==> src/rtl/access_port_arbiter_pkg.sv <==
// Shared widths and FSM state encoding for the access port arbiter.
package access_port_arbiter_pkg;

    localparam int NETWORK_ADDRESS_WIDTH    = 4;
    localparam int CACHE_BANK_ADDRESS_WIDTH = 4;
    localparam int ADDR_W                   = NETWORK_ADDRESS_WIDTH + CACHE_BANK_ADDRESS_WIDTH;
    localparam int DATA_WIDTH               = 16;

    typedef enum logic [1:0] {
        ARB_IDLE  = 2'd0,
        ARB_ISSUE = 2'd1,
        ARB_WAIT  = 2'd2,
        ARB_DONE  = 2'd3
    } arb_state_e;

endpackage

==> src/rtl/access_port_arbiter_rr_arbiter.sv <==
// Combinational round-robin arbiter: grants the first requester after ptr, wrapping.
module rr_arbiter #(
    parameter int NUM_REQ = 4,
    parameter int IDX_W   = 2
) (
    input  logic [NUM_REQ-1:0] req,
    input  logic [IDX_W-1:0]   ptr,
    input  logic               en,
    output logic [NUM_REQ-1:0] gnt,
    output logic [IDX_W-1:0]   gnt_idx
);

    logic             found;
    logic [IDX_W-1:0] cand;

    always_comb begin
        gnt     = '0;
        gnt_idx = '0;
        found   = 1'b0;
        cand    = '0;
        // k = NUM_REQ lands back on ptr itself, so the last winner has lowest priority.
        for (int k = 1; k <= NUM_REQ; k++) begin
            cand = IDX_W'((int'(ptr) + k) % NUM_REQ);
            if (en && !found && req[cand]) begin
                found     = 1'b1;
                gnt[cand] = 1'b1;
                gnt_idx   = cand;
            end
        end
    end

endmodule

==> src/rtl/access_port_arbiter.sv <==
// Round-robin sharing of one mesh access port; one transaction in flight at a time.
// Optional read timeout in WAIT enabled by defining ACCESS_ARB_TIMEOUT_EN.
module access_port_arbiter
    import access_port_arbiter_pkg::*;
#(
    parameter int NUM_REQ        = 4,
    parameter int IDX_W          = 2,
    parameter int TIMEOUT_CYCLES = 64
) (
    input  logic                          clk,
    input  logic                          reset,
    input  logic [NUM_REQ-1:0]            req_valid,
    input  logic [NUM_REQ-1:0]            req_write,
    input  logic [NUM_REQ*ADDR_W-1:0]     req_addr,
    input  logic [NUM_REQ*DATA_WIDTH-1:0] req_data,
    output logic [NUM_REQ-1:0]            req_ready,
    output logic [NUM_REQ-1:0]            resp_valid,
    output logic [DATA_WIDTH-1:0]         resp_data,
    output logic                          resp_err,
    output logic                          busy,
    output logic [ADDR_W-1:0]             net_destinationAddressOut,
    output logic                          net_readOut,
    output logic                          net_writeOut,
    output logic [DATA_WIDTH-1:0]         net_dataOut,
    input  logic                          net_readReadyIn,
    input  logic [DATA_WIDTH-1:0]         net_dataIn
);

    if (NUM_REQ < 2 || NUM_REQ > 8 || IDX_W != $clog2(NUM_REQ) || TIMEOUT_CYCLES < 1) begin : g_bad_params
        $error("access_port_arbiter: illegal parameter combination");
    end

    arb_state_e                state_q, state_d;
    logic [IDX_W-1:0]          ptr_q, ptr_d, idx_q, idx_d;
    logic                      write_q, write_d;
    logic [ADDR_W-1:0]         net_addr_q, net_addr_d;
    logic [DATA_WIDTH-1:0]     net_data_q, net_data_d;
    logic                      net_rd_q, net_rd_d, net_wr_q, net_wr_d;
    logic [NUM_REQ-1:0]        resp_valid_q, resp_valid_d;
    logic [DATA_WIDTH-1:0]     resp_data_q, resp_data_d;
    logic                      resp_err_q, resp_err_d;
    logic [NUM_REQ-1:0]        gnt;
    logic [IDX_W-1:0]          gnt_idx;
    logic                      timeout;

    rr_arbiter #(.NUM_REQ(NUM_REQ), .IDX_W(IDX_W)) u_rr (
        .req     (req_valid),
        .ptr     (ptr_q),
        .en      (state_q == ARB_IDLE),
        .gnt     (gnt),
        .gnt_idx (gnt_idx)
    );

`ifdef ACCESS_ARB_TIMEOUT_EN
    localparam int CNT_W = $clog2(TIMEOUT_CYCLES) + 1;
    logic [CNT_W-1:0] wait_cnt_q, wait_cnt_d;

    // Counter sits at zero outside WAIT, so it is cleared on every WAIT entry.
    assign wait_cnt_d = (state_q == ARB_WAIT) ? wait_cnt_q + 1'b1 : '0;
    assign timeout    = (state_q == ARB_WAIT) && (wait_cnt_q == CNT_W'(TIMEOUT_CYCLES - 1));

    always_ff @(posedge clk or posedge reset) begin
        if (reset) wait_cnt_q <= '0;
        else       wait_cnt_q <= wait_cnt_d;
    end
`else
    assign timeout = 1'b0;
`endif

    always_comb begin
        state_d      = state_q;
        ptr_d        = ptr_q;
        idx_d        = idx_q;
        write_d      = write_q;
        net_addr_d   = '0;
        net_data_d   = '0;
        net_rd_d     = 1'b0;
        net_wr_d     = 1'b0;
        resp_valid_d = '0;
        resp_data_d  = '0;
        resp_err_d   = 1'b0;
        case (state_q)
            ARB_IDLE: if (|gnt) begin
                state_d    = ARB_ISSUE;
                ptr_d      = gnt_idx;
                idx_d      = gnt_idx;
                write_d    = req_write[gnt_idx];
                net_addr_d = req_addr[gnt_idx*ADDR_W +: ADDR_W];
                net_data_d = req_data[gnt_idx*DATA_WIDTH +: DATA_WIDTH];
                net_rd_d   = ~req_write[gnt_idx];
                net_wr_d   = req_write[gnt_idx];
            end
            ARB_ISSUE: begin
                state_d = write_q ? ARB_DONE : ARB_WAIT;
                if (write_q) resp_valid_d = NUM_REQ'(1) << idx_q;
            end
            ARB_WAIT: begin
                // readReady takes precedence over a coincident timeout.
                if (net_readReadyIn) begin
                    state_d      = ARB_DONE;
                    resp_valid_d = NUM_REQ'(1) << idx_q;
                    resp_data_d  = net_dataIn;
                end else if (timeout) begin
                    state_d      = ARB_DONE;
                    resp_valid_d = NUM_REQ'(1) << idx_q;
                    resp_err_d   = 1'b1;
                end
            end
            default: state_d = ARB_IDLE;
        endcase
    end

    always_ff @(posedge clk or posedge reset) begin
        if (reset) begin
            state_q      <= ARB_IDLE;
            ptr_q        <= IDX_W'(NUM_REQ - 1);
            idx_q        <= '0;
            write_q      <= 1'b0;
            net_addr_q   <= '0;
            net_data_q   <= '0;
            net_rd_q     <= 1'b0;
            net_wr_q     <= 1'b0;
            resp_valid_q <= '0;
            resp_data_q  <= '0;
            resp_err_q   <= 1'b0;
        end else begin
            state_q      <= state_d;
            ptr_q        <= ptr_d;
            idx_q        <= idx_d;
            write_q      <= write_d;
            net_addr_q   <= net_addr_d;
            net_data_q   <= net_data_d;
            net_rd_q     <= net_rd_d;
            net_wr_q     <= net_wr_d;
            resp_valid_q <= resp_valid_d;
            resp_data_q  <= resp_data_d;
            resp_err_q   <= resp_err_d;
        end
    end

    assign req_ready                 = gnt;
    assign busy                      = (state_q != ARB_IDLE);
    assign net_destinationAddressOut = net_addr_q;
    assign net_dataOut               = net_data_q;
    assign net_readOut               = net_rd_q;
    assign net_writeOut              = net_wr_q;
    assign resp_valid                = resp_valid_q;
    assign resp_data                 = resp_data_q;
    assign resp_err                  = resp_err_q;

endmodule
==> config.mk <==
export PLATFORM = sky130hd
export DESIGN_NAME = access_port_arbiter
export DESIGN_NICKNAME = d
export VERILOG_FILES = /design/src/rtl/access_port_arbiter_pkg.sv /design/src/rtl/access_port_arbiter_rr_arbiter.sv /design/src/rtl/access_port_arbiter.sv
export SDC_FILE = /design/constraint.sdc
export NUM_CORES = 1
export LEC_CHECK = 0
export ABC_AREA = 1
export BUFFER_PORTS_ARGS = -buffer_cell sky130_fd_sc_hd__buf_2
export CAP_MARGIN = 20
export CORE_MARGIN = 4
export CORE_UTILIZATION = 36
export CTS_CLUSTER_DIAMETER = 120
export CTS_CLUSTER_SIZE = 14
export DETAILED_ROUTE_END_ITERATION = 10
export PLACE_DENSITY_LB_ADDON = 0.15
export SLEW_MARGIN = 20
export SYNTH_ARGS = -nofsm -noshare
export SYNTH_HDL_FRONTEND = slang
export SYNTH_SLANG_ARGS = --single-unit
==> constraint.sdc <==
create_clock -name clk -period 3.1 [get_ports clk]
set_clock_uncertainty 0.15 [all_clocks]
set_input_delay 0.465 -clock clk [delete_from_list [all_inputs] [get_ports clk]]
set_output_delay 0.465 -clock clk [all_outputs]
set_load 0.01 [all_outputs]
==> flow_summary_export.csv <==
group,metric,value,unit
outcome,status,"finished clean",
synthesis,synth-seq-cells,53,
detailed_routing,route.detailed.wl_per_inst,14.05,µm
placed_design,gp_congestion,0.8963,
timing,tightest_slew,0.6184,ns
detailed_routing,vias,3568,
clock_tree,ctsHoldBuffers,0,
critical_path,path_class,"flip-flop to output pin",
timing,finalSetupViolations,0,
power_and_ir_drop,vdd_drop_max,0.4566,mV
synthesis,yosys_warnings,0,
critical_path,crit_top_cell,"nand3_1",
floorplan,fp.dieH,104.9,µm
detailed_routing,totalWireLength,10440,µm
floorplan,pin_count,175,
critical_path,startpoint_type,"flip-flop",
synthesis,synth_cell_types,28,
floorplan,start_util,36.78,%
critical_path,crit_required,2.48,ns
final_layout,multiInputGateArea,1697,µm²
placed_design,placed_area,4353,µm²
final_layout,nFillCells,981,
critical_path,reg2reg_depth,13,
synthesis,syn_nets,598,
final_layout,syn2layout_area_growth,32.30,%
timing,max_freq,345.4,MHz
clock_tree,cts.sinks,53,
detailed_routing,drtIter0Drc,149,
detailed_routing,ant_nets,0,
critical_path,critPathArrivalTime,2.28,ns
floorplan,die_width,104.9,µm
final_layout,final_core_util,48.65,%
global_route,grt_pass1_wl,16790,µm
final_layout,drive_gt1_share,34.87,%
critical_path,worstSetupEndpointType,"output pin",
detailed_routing,viasPerCell,4.802,
power_and_ir_drop,power,3.887,mW
clock_tree,h-tree-depth,2,
power_and_ir_drop,leakage,2.677,nW
timing,min_period,2.895,ns
detailed_routing,firstDrtPassIters,4,
clock_tree,root_buffer,"clkbuf_8",
clock_tree,clk_transition_reported_paths,0.10,ns
timing,final-max-slew-violation-count,0,
synthesis,synthesis.area,3382,µm²
synthesis,yosysMostFrequentCell,"nand2_1",
critical_path,crit_chain,"inv_2, ha_2, inv_1, nand3_1, nand2_2, nand3_1, nor2_4, nand2_1, nand3_1, buf_2",
synthesis,async_flop_share,100.0,%
floorplan,num_rows,35,
clock_tree,clk_path_buf_depth,2,
synthesis,syn_inst,463,
critical_path,cp_slowest_stage_delay,0.55,ns
global_route,grt_pass1_vias,3539,
placed_design,dp_hpwl,8024,µm
timing,worst_hold_slack,0.02398,ns
power_and_ir_drop,power_density,868.8,nW/µm²
final_layout,nets,765,
timing,timing.final.crit_share,93.40,%
floorplan,core_area,9196,µm²
global_route,grt_max_degree,51,
critical_path,crit_path_max_fanout,10,
synthesis,synthTopCellsByCount,"nand2_1 (119), nand3_1 (84), inv_1 (65), dfrtp_1 (51), nand3b_1 (32)",
hold_path,hp-class,"input pin to asynchronous set/reset pin",
run,drv_cap,0,
final_layout,fin_area,4474,µm²
timing,maxSlewHeadroom,58.76,%
synthesis,synth_top_area_share,37.74,%
floorplan,dieArea,11010,µm²
synthesis,seq_area_frac_synth,39.29,%
synthesis,synth-edff-count,0,
critical_path,cpMaxStageDelayCell,"dfstp_2",
clock_tree,clk_latency,0.31,ns
synthesis,yosys-top-cells-area,"dfrtp_1 (38%), nand2_1 (13%), nand3_1 (12%), inv_1 (7.2%), nand3b_1 (7.1%)",
clock_tree,numCtsBuffers,5,
global_route,antenna_found_initial,1,
placed_design,portBuffers,173,
global_route,grt_use_total,18.65,%
synthesis,synth.avg_cell_area,7.305,µm²
final_layout,regArea,1329,µm²
synthesis,yosysTopAreaCell,"dfrtp_1",
detailed_routing,drc,0,
global_route,gr-total-overflow,0,
clock_tree,cts_tree,"done",
synthesis,yosys_most_used_dff,"dfrtp_1",
timing,hold_violations,0,
-- sequential cells by signal, indices dropped and copies added (netlist names) --
| signal | count |
|---|---|
| write_q | 1 |
| resp_valid | 4 |
| idx_q | 2 |
| state_q | 2 |
| resp_data | 16 |
| net_destinationAddressOut | 8 |
| ptr_q | 2 |
| net_dataOut | 16 |
| net_readOut | 1 |
| net_writeOut | 1 |
-- worst paths after layout --
check	slack, ns	endpoint	startpoint
hold / removal	0.02	resp_data[13]	reset
setup / recovery	0.20	req_ready[3]	ptr_q[0]
min in group clk	0.20	resp_data[6]	net_dataIn[6]
setup reg to reg	0.27	net_dataOut[12]	ptr_q[0]
max in group asynchronous	1.98	ptr_q[1]	reset
hold reg to reg	0.38	resp_valid[1]	idx_q[0]
-- placed cells by master (no fill, tap or decap), types with 2 or more instances in the layout --
cell and count:
nand3_1 84, nor2_1 22, nand2_2 6, nand3b_1 32
buf_4 8, nand2_1 119, a21oi_1 17, ha_1 11
dfstp_2 2, dfrtp_1 51, nor2_4 2, nand4_1 4
nor2_2 2, clkbuf_8 5, inv_2 5, o21ai_4 2
buf_2 173, o21ai_0 4, clkinvlp_4 3, nand3_2 3
inv_1 64, nand2_4 2
-- stage by stage --
stage / std cells / worst slack [ns] / TNS (ns)
floorplan: 463 / 0.5004 / 0
global placement: 733 / 0.1805 / 0
detailed placement: 733 / 0.1438 / 0
CTS: 741 / 0.1175 / 0
global route: 743 / -0.01144 / -0.01144
finish: 743 / 0.2046 / 0
-- routing by layer --
metal  track usage, %  part of all wire, %  vias to the layer above
met4            5.904                  1.8                        0
met1            24.64                   42                     1602
met3            4.818                  8.8                       13
li1                 -                    -                     1791
met5                0                    0                        -
met2            29.93                   47                      162
-- logic make-up after synthesis --
logic type	Yosys count	share of synthesized area, %
AOI/OAI and AO/OA	26	4.736
other	1	0.1109
DFF	53	39.29
buffers and inverters	93	11.47
and+or+nand+nor	278	39.96
adders and majority gates	12	4.439
-- area by class of cell --
class / instances / area share, %
flip-flops and latches: 53 / 29.70
multi-input cells: 318 / 37.92
clock buffers: 5 / 1.538
clock inverters: 3 / 0.5034
repair buffers: 183 / 21.39
inverters: 69 / 5.789
diodes: 1 / 0.05593
well taps: 111 / 3.104
-- power breakdown --
part	internal (mW)	switching [mW]	total [mW]
sequential	0.881	0.0724	0.953
combinational	0.870	1.67	2.54
clock	0.159	0.237	0.396
total	1.91	1.98	3.89
-- critical path: cells and delay by family, from the launching register on --
family	cells	cell delay, ns
fa+ha+maj	1	0.33
flops	1	0.55
buf+inv	3	0.31
simple gates	6	0.76
-- repair_timing --
item                                    in CTS  in global routing
endpoints found under the setup margin       0                 33
resized for setup                            0                  5
setup buffers                                0                  0
(Power assumes the default switching activity.)
